--- config.mk ---
export PLATFORM = sky130hd
export DESIGN_NAME = store_data_aligner
export DESIGN_NICKNAME = d
export VERILOG_FILES = /design/src/rtl/rv32_mem_pkg.sv /design/src/rtl/store_lane_shifter.sv /design/src/rtl/store_data_aligner.sv
export SDC_FILE = /design/constraint.sdc
export NUM_CORES = 1
export LEC_CHECK = 0
export CAP_MARGIN = 20
export CORE_MARGIN = 2
export CORE_UTILIZATION = 53
export DETAILED_ROUTE_END_ITERATION = 10
export PLACE_DENSITY = 0.95
export SYNTH_ARGS = -nofsm -noshare
export SYNTH_HDL_FRONTEND = slang
export SYNTH_HIERARCHICAL = 1
export SYNTH_SLANG_ARGS = --single-unit
--- constraint.sdc ---
create_clock -name clk -period 5.4 [get_ports clk]
set_input_delay 0.54 -clock clk [delete_from_list [all_inputs] [get_ports clk]]
set_output_delay 0.54 -clock clk [all_outputs]
set_load 0.02 [all_outputs]
--- src/rtl/rv32_mem_pkg.sv ---
// ----------------------------------------------------------------------------
// rv32_mem_pkg : shared funct3 codes and store FSM state for the MEM stage
// Revision 1.0
// ----------------------------------------------------------------------------
`default_nettype none

package rv32_mem_pkg;

  localparam logic [2:0] F3_SB  = 3'b000;
  localparam logic [2:0] F3_SH  = 3'b001;
  localparam logic [2:0] F3_SW  = 3'b010;
  localparam logic [2:0] F3_LB  = 3'b000;
  localparam logic [2:0] F3_LH  = 3'b001;
  localparam logic [2:0] F3_LW  = 3'b010;
  localparam logic [2:0] F3_LBU = 3'b100;
  localparam logic [2:0] F3_LHU = 3'b101;

  typedef enum logic [1:0] {
    ST_IDLE  = 2'd0,
    ST_BEAT0 = 2'd1,
    ST_BEAT1 = 2'd2,
    ST_FIN   = 2'd3
  } store_state_t;

  // Illegal codes yield an empty mask so no lane is ever enabled for them.
  function automatic logic [3:0] store_mask(input logic [2:0] code);
    case (code)
      F3_SB:   store_mask = 4'b0001;
      F3_SH:   store_mask = 4'b0011;
      F3_SW:   store_mask = 4'b1111;
      default: store_mask = 4'b0000;
    endcase
  endfunction

  function automatic logic store_legal(input logic [2:0] code);
    store_legal = (code == F3_SB) || (code == F3_SH) || (code == F3_SW);
  endfunction

endpackage

`default_nettype wire

--- src/rtl/store_lane_shifter.sv ---
// ----------------------------------------------------------------------------
// store_lane_shifter : maps offset/code/data onto an 8-lane view of two words
// Revision 1.0
// ----------------------------------------------------------------------------
`default_nettype none

module store_lane_shifter
  import rv32_mem_pkg::*;
(
  input  logic [1:0]  off,
  input  logic [2:0]  code,
  input  logic [31:0] data,
  output logic [7:0]  wide_be,
  output logic [63:0] wide_data,
  output logic        split
);

  logic [3:0] w_mask;

  assign w_mask    = store_mask(code);
  assign wide_be   = {4'b0000, w_mask} << off;
  assign wide_data = {32'h0000_0000, data} << {off, 3'b000};
  assign split     = |wide_be[7:4];

endmodule

`default_nettype wire

--- src/rtl/store_data_aligner.sv ---
// ----------------------------------------------------------------------------
// store_data_aligner : RV32I store lane alignment with a two-beat split FSM
// Revision 1.0
// ----------------------------------------------------------------------------
`default_nettype none

module store_data_aligner
  import rv32_mem_pkg::*;
(
  input  logic        clk,
  input  logic        rst_n,
  input  logic        req_valid,
  output logic        req_ready,
  input  logic [31:0] addr,
  input  logic [31:0] data_in,
  input  logic [2:0]  Type_sel,
  output logic        mem_valid,
  input  logic        mem_ready,
  output logic [31:0] mem_addr,
  output logic [31:0] mem_wdata,
  output logic [3:0]  mem_be,
  output logic        busy,
  output logic        done,
  output logic        err
);

  store_state_t r_state;
  store_state_t w_state_nxt;

  logic [31:0] r_addr;
  logic [31:0] r_data;
  logic [2:0]  r_code;
  logic        r_err;

  logic        w_accept;
  logic [7:0]  w_wide_be;
  logic [63:0] w_wide_data;
  logic        w_split;
  logic [31:0] w_beat0_addr;

  assign w_accept     = (r_state == ST_IDLE) && req_valid;
  assign w_beat0_addr = {r_addr[31:2], 2'b00};

  store_lane_shifter u_lane_shifter (
    .off       (r_addr[1:0]),
    .code      (r_code),
    .data      (r_data),
    .wide_be   (w_wide_be),
    .wide_data (w_wide_data),
    .split     (w_split)
  );

  always_ff @(posedge clk or negedge rst_n) begin
    if (!rst_n) begin
      r_state <= ST_IDLE;
      r_addr  <= 32'h0000_0000;
      r_data  <= 32'h0000_0000;
      r_code  <= 3'b000;
      r_err   <= 1'b0;
    end else begin
      r_state <= w_state_nxt;
      if (w_accept) begin
        r_addr <= addr;
        r_data <= data_in;
        r_code <= Type_sel;
        r_err  <= !store_legal(Type_sel);
      end
    end
  end

  always_comb begin
    w_state_nxt = r_state;
    req_ready   = 1'b0;
    mem_valid   = 1'b0;
    mem_addr    = 32'h0000_0000;
    mem_wdata   = 32'h0000_0000;
    mem_be      = 4'b0000;
    busy        = 1'b0;
    done        = 1'b0;
    err         = 1'b0;
    case (r_state)
      ST_IDLE: begin
        req_ready = 1'b1;
        if (req_valid) begin
          w_state_nxt = store_legal(Type_sel) ? ST_BEAT0 : ST_FIN;
        end
      end
      ST_BEAT0: begin
        busy      = 1'b1;
        mem_valid = 1'b1;
        mem_addr  = w_beat0_addr;
        mem_wdata = w_wide_data[31:0];
        mem_be    = w_wide_be[3:0];
        if (mem_ready) begin
          w_state_nxt = w_split ? ST_BEAT1 : ST_FIN;
        end
      end
      ST_BEAT1: begin
        busy      = 1'b1;
        mem_valid = 1'b1;
        // Wraps naturally at the top of the address space.
        mem_addr  = w_beat0_addr + 32'd4;
        mem_wdata = w_wide_data[63:32];
        mem_be    = w_wide_be[7:4];
        if (mem_ready) begin
          w_state_nxt = ST_FIN;
        end
      end
      ST_FIN: begin
        busy        = 1'b1;
        done        = 1'b1;
        err         = r_err;
        w_state_nxt = ST_IDLE;
      end
      default: begin
        w_state_nxt = ST_IDLE;
      end
    endcase
  end

endmodule

`default_nettype wire

# Word-level counts from Yosys, hierarchy flattened
# Index checks and enable logic that the tools add are counted.
# op_classes
n_addsub	1
n_reduce_logical	11
muxes	15
n_eq_ne	10
order_cmp	0
bitwise	0
n_mul	0
n_div	0
shift	2
# op_table
operator	n
$pmux 32 s2	2
$shl 32x5->64	1
$add 32x3->32 const B	1
$pmux 4 s3	1
$mux 2	4
$pmux 2 s4	1
$pmux 4 s2	1
$shl 4x2->8	1
$eq 3x1->1 const B	2
$eq 3x2->1 const B	2
$logic_not 3->1	2
$mux 1	6
$ne 2x2->1 const B	3
$eq 2x2->1 const B	2
$reduce_or 4->1	1
$reduce_and 3->1	1
$reduce_or 3->1	1
$eq 2x1->1 const B	1
$logic_not 2->1	1
$logic_or 1x1->1	2
$reduce_or 2->1	1
$logic_and 1x1->1	1
$logic_not 1->1	1
# word_totals
mem_bits_rw	0
regBits	70
latch_bits	0
out_inout_bits	73
input_bits	71
memories	0
word_cells	44
mem_bits_ro	0

# Logic depth before layout (Yosys ltp)
# logic_depth
depth_word	7
ltp_mapped	8
ltp_nobuf	6

# By module
# The synthesis kept the hierarchy.
# modules_own_cells
module	seq_area_each_um2	instances	area_per_inst_um2	cells_each
store_data_aligner	1751.7	1	4244.1	423
store_lane_shifter	0.0	1	980.9	147

# Least setup slack after synthesis
# OpenSTA, ideal clock, no wires.
# synth_timing
path_type	reg-to-output
start	register r_state[0]
end	output port mem_addr[22]
arrival_ps	2307
n_path_buf	2
setup_slack_ps	2553
t_required_ps	4860
stages_incl_launch_ff	7
cell_sequence	dfrtp_1 -> inv_1 -> ha_1 -> clkbuf_1 -> nand2_1 -> clkbuf_1 -> o41ai_1
# synth_between
elab_chain_len	2
elab_cells_between_ends	3
cone_classes	2 x eq/ne; 1 x mux
# synth_rtl
item	line	source
start, declared	store_data_aligner.sv:27	store_state_t r_state;
start signal, assigned	store_data_aligner.sv:61	r_state <= w_state_nxt;
$eq 2x2->1 / $eq 2x1->1 (equally long branches)	store_data_aligner.sv:81	case (r_state)
$pmux 32 s2 (*)	store_data_aligner.sv:81	
end, declared	store_data_aligner.sv:19	output logic [31:0] mem_addr,
# Mark *: on every way between the ends. The rest lies on a longest branch, timed or not.

# Worst setup path in the final report
# layout_timing
start	register r_state[1]
end	output port mem_addr[28]
# The elaborated chain is that of the path after synthesis.

==> results.py <==
metrics = {
    "clock_network": {
        "hold_buffers": 0,
        "clock_path_buffers": 2,
        "cts_resized": 0,
        "clk_pin_slew_ns": 0.08,
        "cts_tree": "done",
        "htree_levels": 3,
        "postCtsSetupBuffers": 0,
        "numCtsBuffers": 9,
        "cts_sinks": 70,
        "clkLatencyLatePin_ns": 0.34,
        "cts_root_buf": "clkbuf_8",
    },
    "timing": {
        "hold_viol_final": 0,
        "tns_ns": 0,
        "fmax_mhz": 257.7,
        "skew_ns": 0.007069,
        "maxSlewHeadroom_pct": 38.27,
        "finalMaxSlewViolations": 0,
        "setup_viol": 0,
        "finalCriticalPeriod_ns": 3.880,
        "finalCritPeriodShare_pct": 71.85,
        "grt_setup_unrepaired": "no",
        "worstMarginPinSlew_ns": 0.9259,
    },
    "yosys": {
        "netlist_instances": 570,
        "ys_seq_elements": 70,
        "yosys_most_used_dff": "dfrtp_1",
        "synth_area_sq_um": 5225,
        "async_flop_share_pct": 100.0,
        "ys_seq_area_share_pct": 33.52,
        "yosysUniqueCellTypes": 50,
        "synth_edf_count": 0,
        "ys.warnings.count": 6,
        "syn_area_per_cell_sq_um": 9.167,
    },
    "layout": {
        "final_core_util_pct": 70.39,
        "stdcell_area_sq_um": 6817,
        "final_cells": 817,
        "antenna-diode-count": 0,
        "fill_cells": 710,
        "drive_above_1_share_pct": 16.08,
        "layout.nets": 756,
        "syn2layout_area_growth_pct": 30.46,
    },
    "placed_design": {
        "placed_area_sq_um": 6591,
        "routabilityCongestion": 0.9797,
        "dp_hpwl_um": 9981,
        "io_buffers": 141,
        "dp_cells": 800,
    },
    "critical_path": {
        "crit_type": "reg2out",
        "crit_path_end_kind": "output pin",
        "required_ns": 4.86,
        "cp_common_cell": "o21ai_0",
        "critPathTopFamily": "adder cells",
        "cp_slowest_cell": "ha_2",
        "worstPathArrival_ns": 3.34,
        "crit_path_start": "r_state[1]$_DFFE_PN0P_",
        "critPathMaxStageDelay_ns": 0.80,
        "worstReg2RegStart": "r_state[0]$_DFFE_PN0P_",
        "crit_path_start_kind": "register",
        "cp_cell_sequence": "inv_1 > ha_2 > and2_1 > o21ai_0 > o21ai_0 > clkdlybuf4s50_1",
        "path_max_fanout": 48,
        "critPathBufInv": 2,
    },
    "run": {
        "cap_violations": 0,
    },
    "grt": {
        "grt_overflow_total": 0,
        "grt_usage_pct": 27.17,
        "grt_max_degree": 71,
        "grt_pass1_wl_um": 22800,
        "antenna_found_initial": 0,
        "grt_pass1_vias": 4743,
    },
    "route": {
        "vias": 4971,
        "drtAntennaViolNets": 0,
        "via_per_inst": 6.084,
        "firstDrtPassIters": 6,
        "postRouteWirelength_um": 14540,
        "routedWlPerCell_um": 17.80,
        "drt_iter0_markers": 334,
        "drc": 0,
    },
    "min_path": {
        "hold_path_class": "in2async",
    },
    "power": {
        "irDropWorstVdd_uv": 420.1,
        "power.density_nw_per_um2": 659.2,
        "leakage_nw": 2.645,
    },
    "floorplan": {
        "start_util_pct": 53.95,
        "num_rows": 36,
        "core_area_sq_um": 9684,
        "io_pins": 144,
        "design.die.area_sq_um": 10670,
        "die_h_um": 103.3,
        "fp.dieW_um": 103.3,
    },
    "run_status": {
        "status": "complete, no violations",
    },
}
[kinds of logic after synthesis]
kind of cell	Yosys count	share of synthesized area (%)
and+or+nand+nor	181	19.66
AOI/OAI and AO/OA	138	17.29
other	2	0.1437
buffers and inverters	68	6.202
xor gates and xnor gates	6	1.006
DFF	70	33.52
adders and majority gates	5	1.197
muxes	100	20.98
[registers in the layout (all words and copies together), names as in the netlist]
name	cells
r_addr	32
r_code	3
r_data	32
r_err	1
r_state	2
[placed cells by master, fill, tap and decap left out, types with 5 or more instances in the layout]
master,n
mux2i_1,24
o31ai_1,6
inv_1,10
conb_1,11
nor3_1,6
nor2_1,27
nor2b_1,54
nand3_1,10
a22oi_1,43
clkdlybuf4s50_1,140
buf_4,5
nand4_1,13
o21ai_0,38
a22o_1,8
mux2_2,76
dfrtp_1,69
and2_1,14
a21oi_1,16
nand2_1,28
clkbuf_8,12
a31oi_1,8
and3_1,11
[area by class of cell]
cell class / count / area (sq um) / share of cell area [%]
Clock buffer: 14 / 172.7 / 2.533
Clock inverter: 1 / 5.005 / 0.07342
Inverter: 10 / 37.54 / 0.5507
Multi-Input combinational cell: 441 / 3191 / 46.81
Sequential cell: 70 / 1753 / 25.72
Tap cell: 133 / 166.4 / 2.441
Timing Repair Buffer: 148 / 1491 / 21.88
[report_power, final]
part           internal (W)  switching, W  total, W  leakage (nW)
sequential         0.000797      0.000405   0.00120         0.826
combinational       0.00141       0.00149   0.00290          1.73
clock              0.000202      0.000194  0.000396        0.0926
total               0.00241       0.00209   0.00449          2.65
[synthesized netlist by cell type, drive strengths merged (3+ instances only)]
library cell	instances	area share [%]
a21oi	16	1.5
a22o	8	1.3
a22oi	43	6.2
a31oi	8	0.96
a41oi	3	0.50
and2	14	1.7
and3	11	1.3
buf	37	3.9
clkbuf	21	1.6
dfrtp	70	34
ha	5	1.2
inv	10	0.72
mux2	76	16
mux2i	24	4.6
nand2	29	2.1
nand3	12	1.3
nand4	14	2.0
nor2	29	2.2
nor2b	54	6.5
nor3	9	1.3
nor4	3	0.36
o211ai	3	0.43
o21ai	42	4.0
o31ai	6	0.86
xnor2	4	0.67
[metal layers]
layer	global-route usage, %	vias up	part of all wire [%]
li1	-	2274	-
met1	34.64	2369	40
met2	44.16	263	49
met3	4.435	65	6.8
met4	14.98	0	4.2
met5	0	-	0
[stage by stage]
stage	hold slack, ns	total power [W]	worst slack, ns
finish	0.4015	0.004493	1.520
global route	0.4866	0.004771	1.303
CTS	0.4312	0.004412	1.525
detailed placement	0.4941	0.004003	1.903
global placement	0.4567	0.003867	1.989
floorplan	0.2444	0.003072	2.553
[path summary, 6_finish.rpt]
| path | endpoint | depth (start not counted) | slack (ns) |
|---|---|---|---|
| min in group clk | r_err$_DFFE_PN0P_ | 2 | 0.51 |
| worst max register to register | r_data[2]$_DFFE_PN0P_ | 5 | 3.21 |
| worst min-delay path | r_data[17]$_DFFE_PN0P_ | 2 | 0.40 |
| worst max-delay path | mem_addr[28] | 6 | 1.52 |
| max in group asynchronous | r_addr[0]$_DFFE_PN0P_ | 2 | 4.37 |
| worst min register to register | r_err$_DFFE_PN0P_ | 2 | 0.51 |
No activity file was read; power rests on OpenSTA's default activity.
